File: config.mk
export PLATFORM = sky130hd
export DESIGN_NAME = sampdecim
export DESIGN_NICKNAME = d
export VERILOG_FILES = /design/src/rtl/sampdecim.sv
export SDC_FILE = /design/constraint.sdc
export NUM_CORES = 1
export LEC_CHECK = 0
export CORE_MARGIN = 3
export CORE_UTILIZATION = 30
export DETAILED_ROUTE_END_ITERATION = 10
export MAX_ROUTING_LAYER = met4
export PLACE_DENSITY_LB_ADDON = 0.25
export SYNTH_ARGS = -nofsm -noshare
export SYNTH_HDL_FRONTEND = slang
export SYNTH_SLANG_ARGS = --single-unit
File: constraint.sdc
create_clock -name clk -period 6.09 [get_ports clk]
set_input_delay 1.218 -clock clk [delete_from_list [all_inputs] [get_ports clk]]
set_output_delay 1.218 -clock clk [all_outputs]
set_load 0.02 [all_outputs]
File: src/rtl/sampdecim.sv
// sampdecim: per-channel sample decimator (pass, pick-every-Nth, lane average)
// with shadowed wishbone config captured on each capture-active rise.
module sampdecim #(
  parameter int ACC_BITS = 15
) (
  input  logic        clk,
  input  logic        rst,
  input  logic        sq_active,
  input  logic [31:0] sample_in,
  input  logic        sample_in_avail,
  output logic [31:0] sample,
  output logic        sample_avail,
  input  logic        wb_stb_i,
  input  logic        wb_cyc_i,
  input  logic        wb_we_i,
  input  logic [15:0] wb_adr_i,
  input  logic [7:0]  wb_dat_i,
  output logic [7:0]  wb_dat_o,
  output logic        wb_ack_o
);

  typedef enum logic {IDLE, RUN} state_t;

  state_t state;

  logic [1:0] sh_mode;
  logic [7:0] sh_factor;
  logic [1:0] act_mode;
  logic [7:0] act_factor;
  logic [7:0] grp;
  logic [7:0] count;
  logic [3:0][ACC_BITS-1:0] acc;

  logic       rise;
  logic       take;
  logic [1:0] cur_mode;
  logic [7:0] cur_factor;
  logic [7:0] cur_g;
  logic [2:0] shift;
  logic [7:0] avg_d1;
  logic [3:0][ACC_BITS-1:0] cur_acc;
  logic [3:0][ACC_BITS-1:0] sum;
  logic [3:0][ACC_BITS-1:0] shifted;
  logic [3:0][ACC_BITS-1:0] acc_next;
  logic [7:0]  g_next;
  logic        emit;
  logic [31:0] out_word;
  logic [31:0] avg_word;

  logic       wb_req;
  logic [7:0] rdata;
  logic       adr_unused;

  assign adr_unused = ^wb_adr_i[15:2];

  // The rise cycle already uses the freshly captured config and a cleared group.
  assign rise       = sq_active && (state == IDLE);
  assign take       = sq_active && sample_in_avail;
  assign cur_mode   = rise ? sh_mode : act_mode;
  assign cur_factor = rise ? sh_factor : act_factor;
  assign cur_g      = rise ? 8'd0 : grp;
  assign cur_acc    = rise ? '0 : acc;
  assign shift      = cur_factor[2:0];
  assign avg_d1     = (8'd1 << shift) - 8'd1;

  // Lane sums and the truncated average for the group-closing word
  always_comb begin
    sum      = '0;
    shifted  = '0;
    avg_word = '0;
    for (int i = 0; i < 4; i++) begin
      sum[i] = cur_acc[i]
             + {{(ACC_BITS-8){1'b0}}, sample_in[8*i +: 8]};
      shifted[i] = sum[i] >> shift;
      avg_word[8*i +: 8] = shifted[i][7:0];
    end
  end

  // Per-word decimation decision and next group/accumulator state
  always_comb begin
    emit     = 1'b0;
    out_word = sample_in;
    g_next   = cur_g;
    acc_next = cur_acc;
    if (take) begin
      unique case (cur_mode)
        2'd1: begin
          emit   = (cur_g == 8'd0);
          g_next = (cur_g == cur_factor) ? 8'd0 : cur_g + 8'd1;
        end
        2'd2: begin
          if (cur_g == avg_d1) begin
            emit     = 1'b1;
            out_word = avg_word;
            g_next   = 8'd0;
            acc_next = '0;
          end else begin
            g_next   = cur_g + 8'd1;
            acc_next = sum;
          end
        end
        default: emit = 1'b1;
      endcase
    end
  end

  // Run/idle FSM with registered sample outputs and output counter
  always_ff @(posedge clk or posedge rst) begin
    if (rst) begin
      state        <= IDLE;
      act_mode     <= 2'd0;
      act_factor   <= 8'd0;
      grp          <= 8'd0;
      acc          <= '0;
      count        <= 8'd0;
      sample       <= 32'd0;
      sample_avail <= 1'b0;
    end else begin
      unique case (state)
        IDLE: if (sq_active) state <= RUN;
        RUN:  if (!sq_active) state <= IDLE;
        default: state <= IDLE;
      endcase
      if (rise) begin
        act_mode   <= sh_mode;
        act_factor <= sh_factor;
      end
      if (sq_active) begin
        grp <= g_next;
        acc <= acc_next;
      end else begin
        grp <= 8'd0;
        acc <= '0;
      end
      sample_avail <= emit;
      if (emit) sample <= out_word;
      count <= (rise ? 8'd0 : count) + {7'd0, emit};
    end
  end

  assign wb_req = wb_stb_i & wb_cyc_i & ~wb_ack_o;

  // Register read mux
  always_comb begin
    rdata = 8'd0;
    unique case (wb_adr_i[1:0])
      2'd0:    rdata = {6'd0, sh_mode};
      2'd1:    rdata = sh_factor;
      2'd2:    rdata = count;
      default: rdata = 8'd0;
    endcase
  end

  // Wishbone slave: shadow writes, one-cycle registered ack and read data
  always_ff @(posedge clk or posedge rst) begin
    if (rst) begin
      wb_ack_o  <= 1'b0;
      wb_dat_o  <= 8'd0;
      sh_mode   <= 2'd0;
      sh_factor <= 8'd0;
    end else begin
      wb_ack_o <= wb_req;
      wb_dat_o <= wb_req ? rdata : 8'd0;
      if (wb_req && wb_we_i) begin
        if (wb_adr_i[1:0] == 2'd0) sh_mode <= wb_dat_i[1:0];
        if (wb_adr_i[1:0] == 2'd1) sh_factor <= wb_dat_i;
      end
    end
  end

endmodule

## After elaboration in Yosys (flattened, before gate mapping)

Cells that the tools add are included.

- Output and inout port bits: 42
- Bits in registers: 139

- Add/subtract/negate cells: 7
- Reduce and logical (&&, ||, !) cells: 7
- Mux-type cells: 23
- Equality and inequality tests: 6
- Bitwise gates (word level): 4
- Shifts and indexed selects: 5

Operators by type and width:

| cell | number |
|---|---|
| 2-to-1 mux 60 bit | 5 |
| 2-to-1 mux 32 bit | 3 |
| 2-to-1 mux 8 bit | 8 |
| adder 15 x 8 -> 15 bit | 4 |
| >> shifter 15 x 3 -> 8 bit | 4 |
| case mux 8 bit (3 select lines) | 1 |
| equality test 8 bit | 2 |
| case mux 8 bit (2 select lines) | 1 |
| adder 8 x 1 -> 8 bit | 1 |
| adder 8 x 1 -> 8 bit, second input constant | 1 |
| logical NOT 8 bit | 1 |
| left shift 1 x 3 -> 8 bit, first input constant | 1 |
| subtractor 8 x 1 -> 8 bit, second input constant | 1 |
| equality test 2 x 1 -> 1 bit, second input constant | 2 |
| equality test 2 bit, second input constant | 2 |
| AND reduction 2 bit | 2 |
| logical AND 1 bit | 3 |
| 2-to-1 mux 1 bit | 3 |
| AND 1 bit | 2 |
| logical NOT 2 bit | 1 |
| 2-to-1 mux 2 bit | 1 |
| NOT 1 bit | 2 |
| case mux 1 bit (2 select lines) | 1 |

## Logic depth before layout (Yosys ltp)

Gate-level depths: netlist (run 1).

- Depth in word-level cells: 10
- Gate-level depth with buffers: 23
- Depth with buffers taken out: 18

## Least setup slack after synthesis (run 1)

Ideal clock, no wire load.

- Path kind: in2reg
- Start: in sq_active
- End: reg count[6]
- Arrival time: 5,209 ps
- Slack: 750 ps
- Path buffers: 7
- Required time: 5,959 ps
- Cell stages on the path: 23
- Cells stage by stage: buf_2 nor2b_1 buf_2 buf_1 clkbuf_1 buf_1 mux2i_1 inv_1 ha_1 clkbuf_1 inv_1 nor2_1 o2111a_1 o221a_2 nor2_2 inv_2 buf_2 ha_1 ha_1 and3_1 nand3_1 xor2_1 nor2_1

- Elaborated cells on any way between the ends: 16

RTL lines:

| element | RTL line | source |
|---|---|---|
| from (decl) | 8 | `input logic sq_active,` |
| logical AND 1 bit (*) | 57 | `assign rise = sq_active && (state == IDLE);` |
| 2-to-1 mux 2 bit (*) | - |  |
| via cur_mode[1] | 36 | `logic [1:0] cur_mode;` |
| equality test 2 bit or equality test 2 x 1 -> 1 bit (tied branches) | 86 | `unique case (cur_mode)` |
| case mux 1 bit (2 select lines) (*) | 86 |  |
| 2-to-1 mux 1 bit (*) | 85 | `if (take) begin` |
| via emit | 46 | `logic emit;` |
| adder 8 x 1 -> 8 bit (*) | 137 | `count <= (rise ? 8'd0 : count) + {7'd0, emit};` |
| to (signal assigned) | 137 |  |
| to (decl) | 31 | `logic [7:0] count;` |

Mark *: on every way through the listed nets, which the timed path passes. The rest lies on a longest branch.
A chain may end at the register's enable or synchronous reset.

## Worst setup path in the final report (run 1)

- Start: in sq_active
- End: reg acc[20] (netlist bit)

- Longest elaborated chain between the ends: 9
- Elaborated cells on any way between the ends: 15

Ends and longest elaborated chain:

| element | RTL line | source |
|---|---|---|
| logical AND 1 bit | 57 |  |
| 2-to-1 mux 8 bit | - |  |
| left shift 1 x 3 -> 8 bit | 64 | `assign avg_d1 = (8'd1 << shift) - 8'd1;` |
| subtractor 8 x 1 -> 8 bit | 64 |  |
| equality test 8 bit | 92 | `if (cur_g == avg_d1) begin` |
| 2-to-1 mux 60 bit | 92 |  |
| 2-to-1 mux 60 bit | 86 |  |
| 2-to-1 mux 60 bit | 85 |  |
| 2-to-1 mux 60 bit (*) | 128 | `if (sq_active) begin` |
| to (signal assigned) | 130 | `acc <= acc_next;` |
| to (decl) | 32 | `logic [3:0][ACC_BITS-1:0] acc;` |

Every way passes the cells marked *; elsewhere a longest branch is shown, timed or not.

==> flow_summary.yaml, run 1 <==
run_status:
  status: "finished clean"
route:
  wl_microns: 41600
  drc_errors: 0
  num_vias: 11204
  drt_iter0_drc: 935
  vias_per_cell: 5.79
  firstDrtPassIters: 6
  ant_nets: 0
  wl_per_cell_microns: 21.5
finish:
  drive_above_1_share_pct: 7.85
  final_cells: 1934
  nets: 1560
  stdcell_area_sq_um: 13200
  area_delta_synth_final_pct: 17.7
global_routing:
  grt_max_degree: 62
  grt_util_met1_pct: 29.4
  track_usage_pct: 21.6
  grt_pass1_wl_microns: 64600
  top_usage_layer: "met2"
  grt_overflow: 0
  grtUsageMet2_pct: 33.3
  antenna_found_initial: 1
  use_met3_pct: 3.74
  grt_pass1_vias: 10862
synthesis:
  synth-main-ff-cell: "dfrtp_1"
  async_flop_share_pct: 100
  netlist_area_sq_um: 11200
  synthTopCellsByArea: "dfrtp_1 31%, nand2_1 4.8%, a21oi_1 4.7%, ha_1 4.3%, nor2_1 3.9%"
  synth_top_area_share_pct: 31.0
  syn-instance-count: 1401
  ys_ff_latch: 139
  synthTopCellsByCount: "143 x nand2_1, 139 x dfrtp_1, 118 x nor2_1, 105 x a21oi_1, 68 x o21ai_0"
  syn_area_per_cell_sq_um: 8.01
  yosysWarnings: 0
  syn_nets: 1507
  synth_top_cell_by_area: "dfrtp_1"
  synth_edf_count: 0
  synth_cell_type_count: 81
  yosysMostFrequentCell: "nand2_1"
  seq_area_frac_synth_pct: 31.0
worst_setup_path:
  crit_path_start: "sq_active"
  cp.required_ps: 6420
  cp_max_fo: 18
  ff2ff_path_depth: 14
  endpoint: "acc[20]$_DFF_PP0_"
  worstSetupPathType: "in -> reg"
  arrival_ps: 5520
  cp-end-kind: "flop"
  r2r_slack_ps: 1410
  start_kind: "input pin"
  r2r_start: "state$_DFF_PP0_"
  r2r-end: "acc[20]$_DFF_PP0_"
placement:
  hpwl_microns: 28600
  place_inst: 1903
  dpl_cell_area_sq_um: 12600
  port_buffers: 90
  gp_congestion: 0.917
pwr:
  ir_worst_vdd_v: 0.000229
  p_per_area_nw_per_um2: 314
  cellLeakagePower_nw: 5.32
  p_total_mw: 4.15
die:
  chipHeight_microns: 199
  die_area_sq_um: 39800
  rows: 70
  start_util_pct: 30.6
  num_io_pins: 105
  chipWidth_microns: 199
  core_area_sq_um: 36700
timing:
  relSlewSlack_pct: 32.6
  drv_slew: 0
  final_hold_viol_count: 0
  finalCritPeriodShare_pct: 85.1
  min_period_ps: 5180
  setup_tns_ps: 0
  fmax_mhz: 193
  skew_ps: 10.9
  rsz0062_at_grt: "no"
  worst_pin_slew_ps: 1010
  setup_viol: 0
clock_tree:
  cts_made_buffers: 17
  clkLatencyLatePin_ps: 450
  cts_tree: "built"
  cts_buffer_depth: 2
  cts.reportedPaths.clkPinSlew_ps: 60
  h-tree-depth: 4
  cts_root_buf: "clkbuf_16"
  cts_setup_buffers: 0
  postCtsHoldBufs: 0
  clkSinkCount: 139
  ctsResizeCount: 0
flow_run:
  cap_violations: 0
worst_hold_path:
  hp-class: "reg -> reg"
-- through the flow --
stage                     hold WS [ps]  utilization, %  setup slack, ps
after floorplan                    460               -              750
after global placement             469            34.4              560
after detailed placement           478            34.4              523
after CTS                          492            36.0             1010
after global routing               508            36.0              664
final                              488            36.0              905
-- sequential cells by signal (all words and copies together), names as in the netlist --
register / cells
wb_ack_o: 1
sh_factor: 8
acc: 60
sh_mode: 2
grp: 8
act_mode: 2
wb_dat_o: 8
state: 1
sample_avail: 1
sample: 32
act_factor: 8
count: 8
-- per-layer routing --
layer,vias up,wire length [microns]
li1,5249,-
met1,5458,19000
met2,437,18900
met3,60,2690
met4,0,948
met5,-,0
-- cells by family (layout without fill, tap and decap cells) --
family	Yosys count	in the layout	synth area share, %
AOI/OAI and AO/OA	459	459	27.7
DFF	139	139	31.0
and+or+nand+nor	521	521	22.7
adders and majority gates	43	43	5.06
other	0	1	0
muxes	42	42	4.24
buffers and inverters	142	206	5.03
xor gates and xnor gates	55	55	4.29
-- report_power, final --
part           leakage, nW  internal [mW]  switching, mW
Clock                0.269          0.618          0.449
Sequential            1.84           1.08          0.145
Combinational         3.20          0.673           1.18
-- worst max-delay path, cell delays in order --
cell and delay [ps]:
buf_2 130, nand2b_4 280, mux2i_4 300, inv_2 190
nor3_1 380, inv_1 80, ha_1 290, and3_1 160
a311oi_1 420, nand4_1 250, a21oi_4 550, nand2_1 560
buf_4 410, a22oi_1 200, nor2b_1 70
-- final cells by class --
type | count | area (sq um)
Inverter | 53 | 204
Clock buffer | 19 | 453
Clock inverter | 11 | 121
Tap cell | 468 | 586
Timing Repair Buffer | 123 | 1160
Sequential cell | 139 | 3480
Antenna cell | 1 | 2.50
Multi-Input combinational cell | 1120 | 7210
Fill cell | 3814 | 23500
-- worst min-delay path by stage --
stage | startpoint | endpoint | slack, ps | cells past startpoint
floorplan | act_factor[4]$_DFF_PP0_ | act_factor[4]$_DFF_PP0_ | 460 | 2
global placement | sample[4]$_DFFE_PP0P_ | sample[4]$_DFFE_PP0P_ | 470 | 2
detailed placement | sample[5]$_DFFE_PP0P_ | sample[5]$_DFFE_PP0P_ | 480 | 2
CTS | sample[5]$_DFFE_PP0P_ | sample[5]$_DFFE_PP0P_ | 490 | 2
global route | sample[5]$_DFFE_PP0P_ | sample[5]$_DFFE_PP0P_ | 510 | 2
finish | sample[5]$_DFFE_PP0P_ | sample[5]$_DFFE_PP0P_ | 490 | 2
-- layout by cell type (no fill, tap or decap), types with 13 or more instances in the layout --
cell type        count
nand2_1            143
dfrtp_1            139
nor2_1             118
a21oi_1            105
clkdlybuf4s50_1     89
o21ai_0             68
nand3_1             53
inv_1               47
and2_1              46
ha_1                39
nor3_1              38
a22oi_1             35
o211ai_1            34
nor2b_1             32
buf_4               32
xnor2_1             31
a211oi_1            27
mux2i_1             24
xor2_1              24
a21o_1              23
a21boi_0            20
a31oi_1             18
clkbuf_16           17
mux2_2              14
nor4_1              14
and3_1              13
o22ai_1             13
Note: power is estimated with default switching activity, not from simulation.
==> run 2: changes to the inputs <==
Settings changed: CORE_ASPECT_RATIO from default to 0.5, CORE_UTILIZATION 30 to 35.
Clock period 6.09 ns to 4.9 ns, I/O delays scaled along.
==> run 2 against run 1 <==
  * First-iteration DRC count rose by 24%
  * Cell count decreased by 0.47%
  * Highest routed layer unchanged
  * Non-clock buffer count rose by 36
==> flow_summary.yaml, run 2 (synthesis gave the netlist of run 1 again) <==
finish:
  n_antenna_cell: 0
  layout_common_cells: "143 x nand2_1, 139 x dfrtp_1, 117 x nor2_1"
  largest-register: "acc"
  reg.largest.list: "acc (60), sample (32)"
  stdcell_area_sq_um: 13500
  nets: 1596
  final_common_cell: "nand2_1"
  largest_reg_flops: 60
  area_delta_synth_final_pct: 20.2
  final_cells: 1925
  drive_above_1_share_pct: 10.1
global_routing:
  grt_max_degree: 87
  grt_pass1_wl_microns: 64900
  grt_pass1_vias: 10786
  antenna_found_initial: 0
  grt_overflow: 0
  track_usage_pct: 25.1
worst_setup_path:
  max_stage_delay_ps: 670
  arrival_ps: 5070
  cp_max_fo: 26
  start_kind: "input pin"
  crit_path_frequent_cell: "and2_1"
  crit_cells: 16
  critPathBufInv: 4
  cp.required_ps: 5280
  ff2ff_path_depth: 15
  cp-end-kind: "flop"
  crit_family: "compound AO/OA/AOI/OAI gates"
  path_cells: "buf_2 -> nand2b_2 -> buf_12 -> and2_1 -> ha_1 -> inv_1 -> fa_1 -> nand2b_1 -> a211o_1 -> a211oi_1 -> xnor2_1 -> o21a_1 -> and2_1 -> a2111oi_0 -> buf_4 -> o22a_1"
  worstSetupPathType: "in -> reg"
  crit_slowest_cell: "a2111oi_0"
timing:
  final_hold_viol_count: 0
  fmax_mhz: 213
  min_period_ps: 4690
  rsz0062_at_grt: "no"
  finalCritPeriodShare_pct: 95.6
  setup_viol: 0
  skew_ps: 11.2
  relSlewSlack_pct: 37.3
  worst_pin_slew_ps: 933
  timing.hold.ws_ps: 489
  setup_tns_ps: 0
  drv_slew: 0
die:
  chipHeight_microns: 133
  start_util_pct: 36.3
  chipWidth_microns: 259
  num_io_pins: 105
  rows: 45
  die_area_sq_um: 34400
  core_area_sq_um: 30900
worst_hold_path:
  timing.hold.worst_path_depth: 2
  hp-class: "reg -> reg"
placement:
  hpwl_microns: 29200
  port_buffers: 90
  place_inst: 1894
  gp_congestion: 0.962
  dpl_cell_area_sq_um: 12900
clock_tree:
  cts.reportedPaths.clkPinSlew_ps: 60
  ctsResizeCount: 0
  cts_buffer_depth: 2
  postCtsHoldBufs: 0
  h-tree-depth: 4
  cts_tree: "built"
  clkLatencyLatePin_ps: 450
  cts_setup_buffers: 0
  cts_made_buffers: 17
  clkSinkCount: 139
  cts_root_buf: "clkbuf_16"
pwr:
  p_total_mw: 5.34
  ir_worst_vdd_v: 0.000218
  p_per_area_nw_per_um2: 396
  cellLeakagePower_nw: 5.52
flow_run:
  cap_violations: 0
route:
  wl_per_cell_microns: 22.0
  vias_per_cell: 5.99
  num_vias: 11523
  drt_iter0_drc: 1157
  firstDrtPassIters: 5
  wl_microns: 42400
  ant_nets: 0
  drc_errors: 0
run_status:
  status: "finished clean"
run 2: final cells by class:
type,count,area [sq um]
Clock buffer,20,457
Clock inverter,11,169
Fill cell,3024,17400
Inverter,53,204
Multi-Input combinational cell,1120,7210
Sequential cell,139,3480
Tap cell,423,529
Timing Repair Buffer,159,1440
run 2: final timing paths:
path	start	endpoint	slack [ps]
max in group asynchronous	rst	acc[21]$_DFF_PP0_	2960
min in group asynchronous	rst	act_mode[1]$_DFF_PP0_	1080
worst min register to register	sample[31]$_DFFE_PP0P_	sample[31]$_DFFE_PP0P_	490
worst max-delay path	sq_active	sample[13]$_DFFE_PP0P_	210
worst min-delay path	sample[31]$_DFFE_PP0P_	sample[31]$_DFFE_PP0P_	490
worst max register to register	state$_DFF_PP0_	sample[13]$_DFFE_PP0P_	450
run 2: tightest hold or removal path: cells and delay by family, from the launching register on:
kind | cells | cell delay (ps)
AND/OR/NAND/NOR | 1 | 50
AO/OA/AOI/OAI | 1 | 60
flip-flops | 1 | 340
run 2: per-layer routing:
layer / track usage (%) / share of wire [%] / vias to the layer above / wire length, microns
li1: - / - / 5306 / -
met1: 36.1 / 48 / 5655 / 20200
met2: 34.8 / 42 / 496 / 17600
met3: 5.37 / 8.2 / 66 / 3490
met4: 7.99 / 2.4 / 0 / 1030
met5: - / 0 / - / 0
run 2: power by group:
part           internal [mW]  switching (mW)
Clock                  0.875           0.549
Combinational          0.879            1.50
Sequential              1.35           0.187
Total                   3.10            2.24
run 2: through the flow:
| stage | setup WS [ps] | utilization [%] |
|---|---|---|
| after floorplan | 44.4 | - |
| after global placement | -119 | 41.6 |
| after detailed placement | -150 | 41.6 |
| after CTS | 306 | 43.6 |
| after global routing | 23.4 | 43.6 |
| final | 214 | 43.6 |
==> run 3: changes to the inputs <==
Settings changed: CTS_CLUSTER_DIAMETER from default to 40, GPL_TIMING_DRIVEN from default to 1.
==> results of run 3 <==
The final DEF is identical to that of run 2; final timing and power are the same.
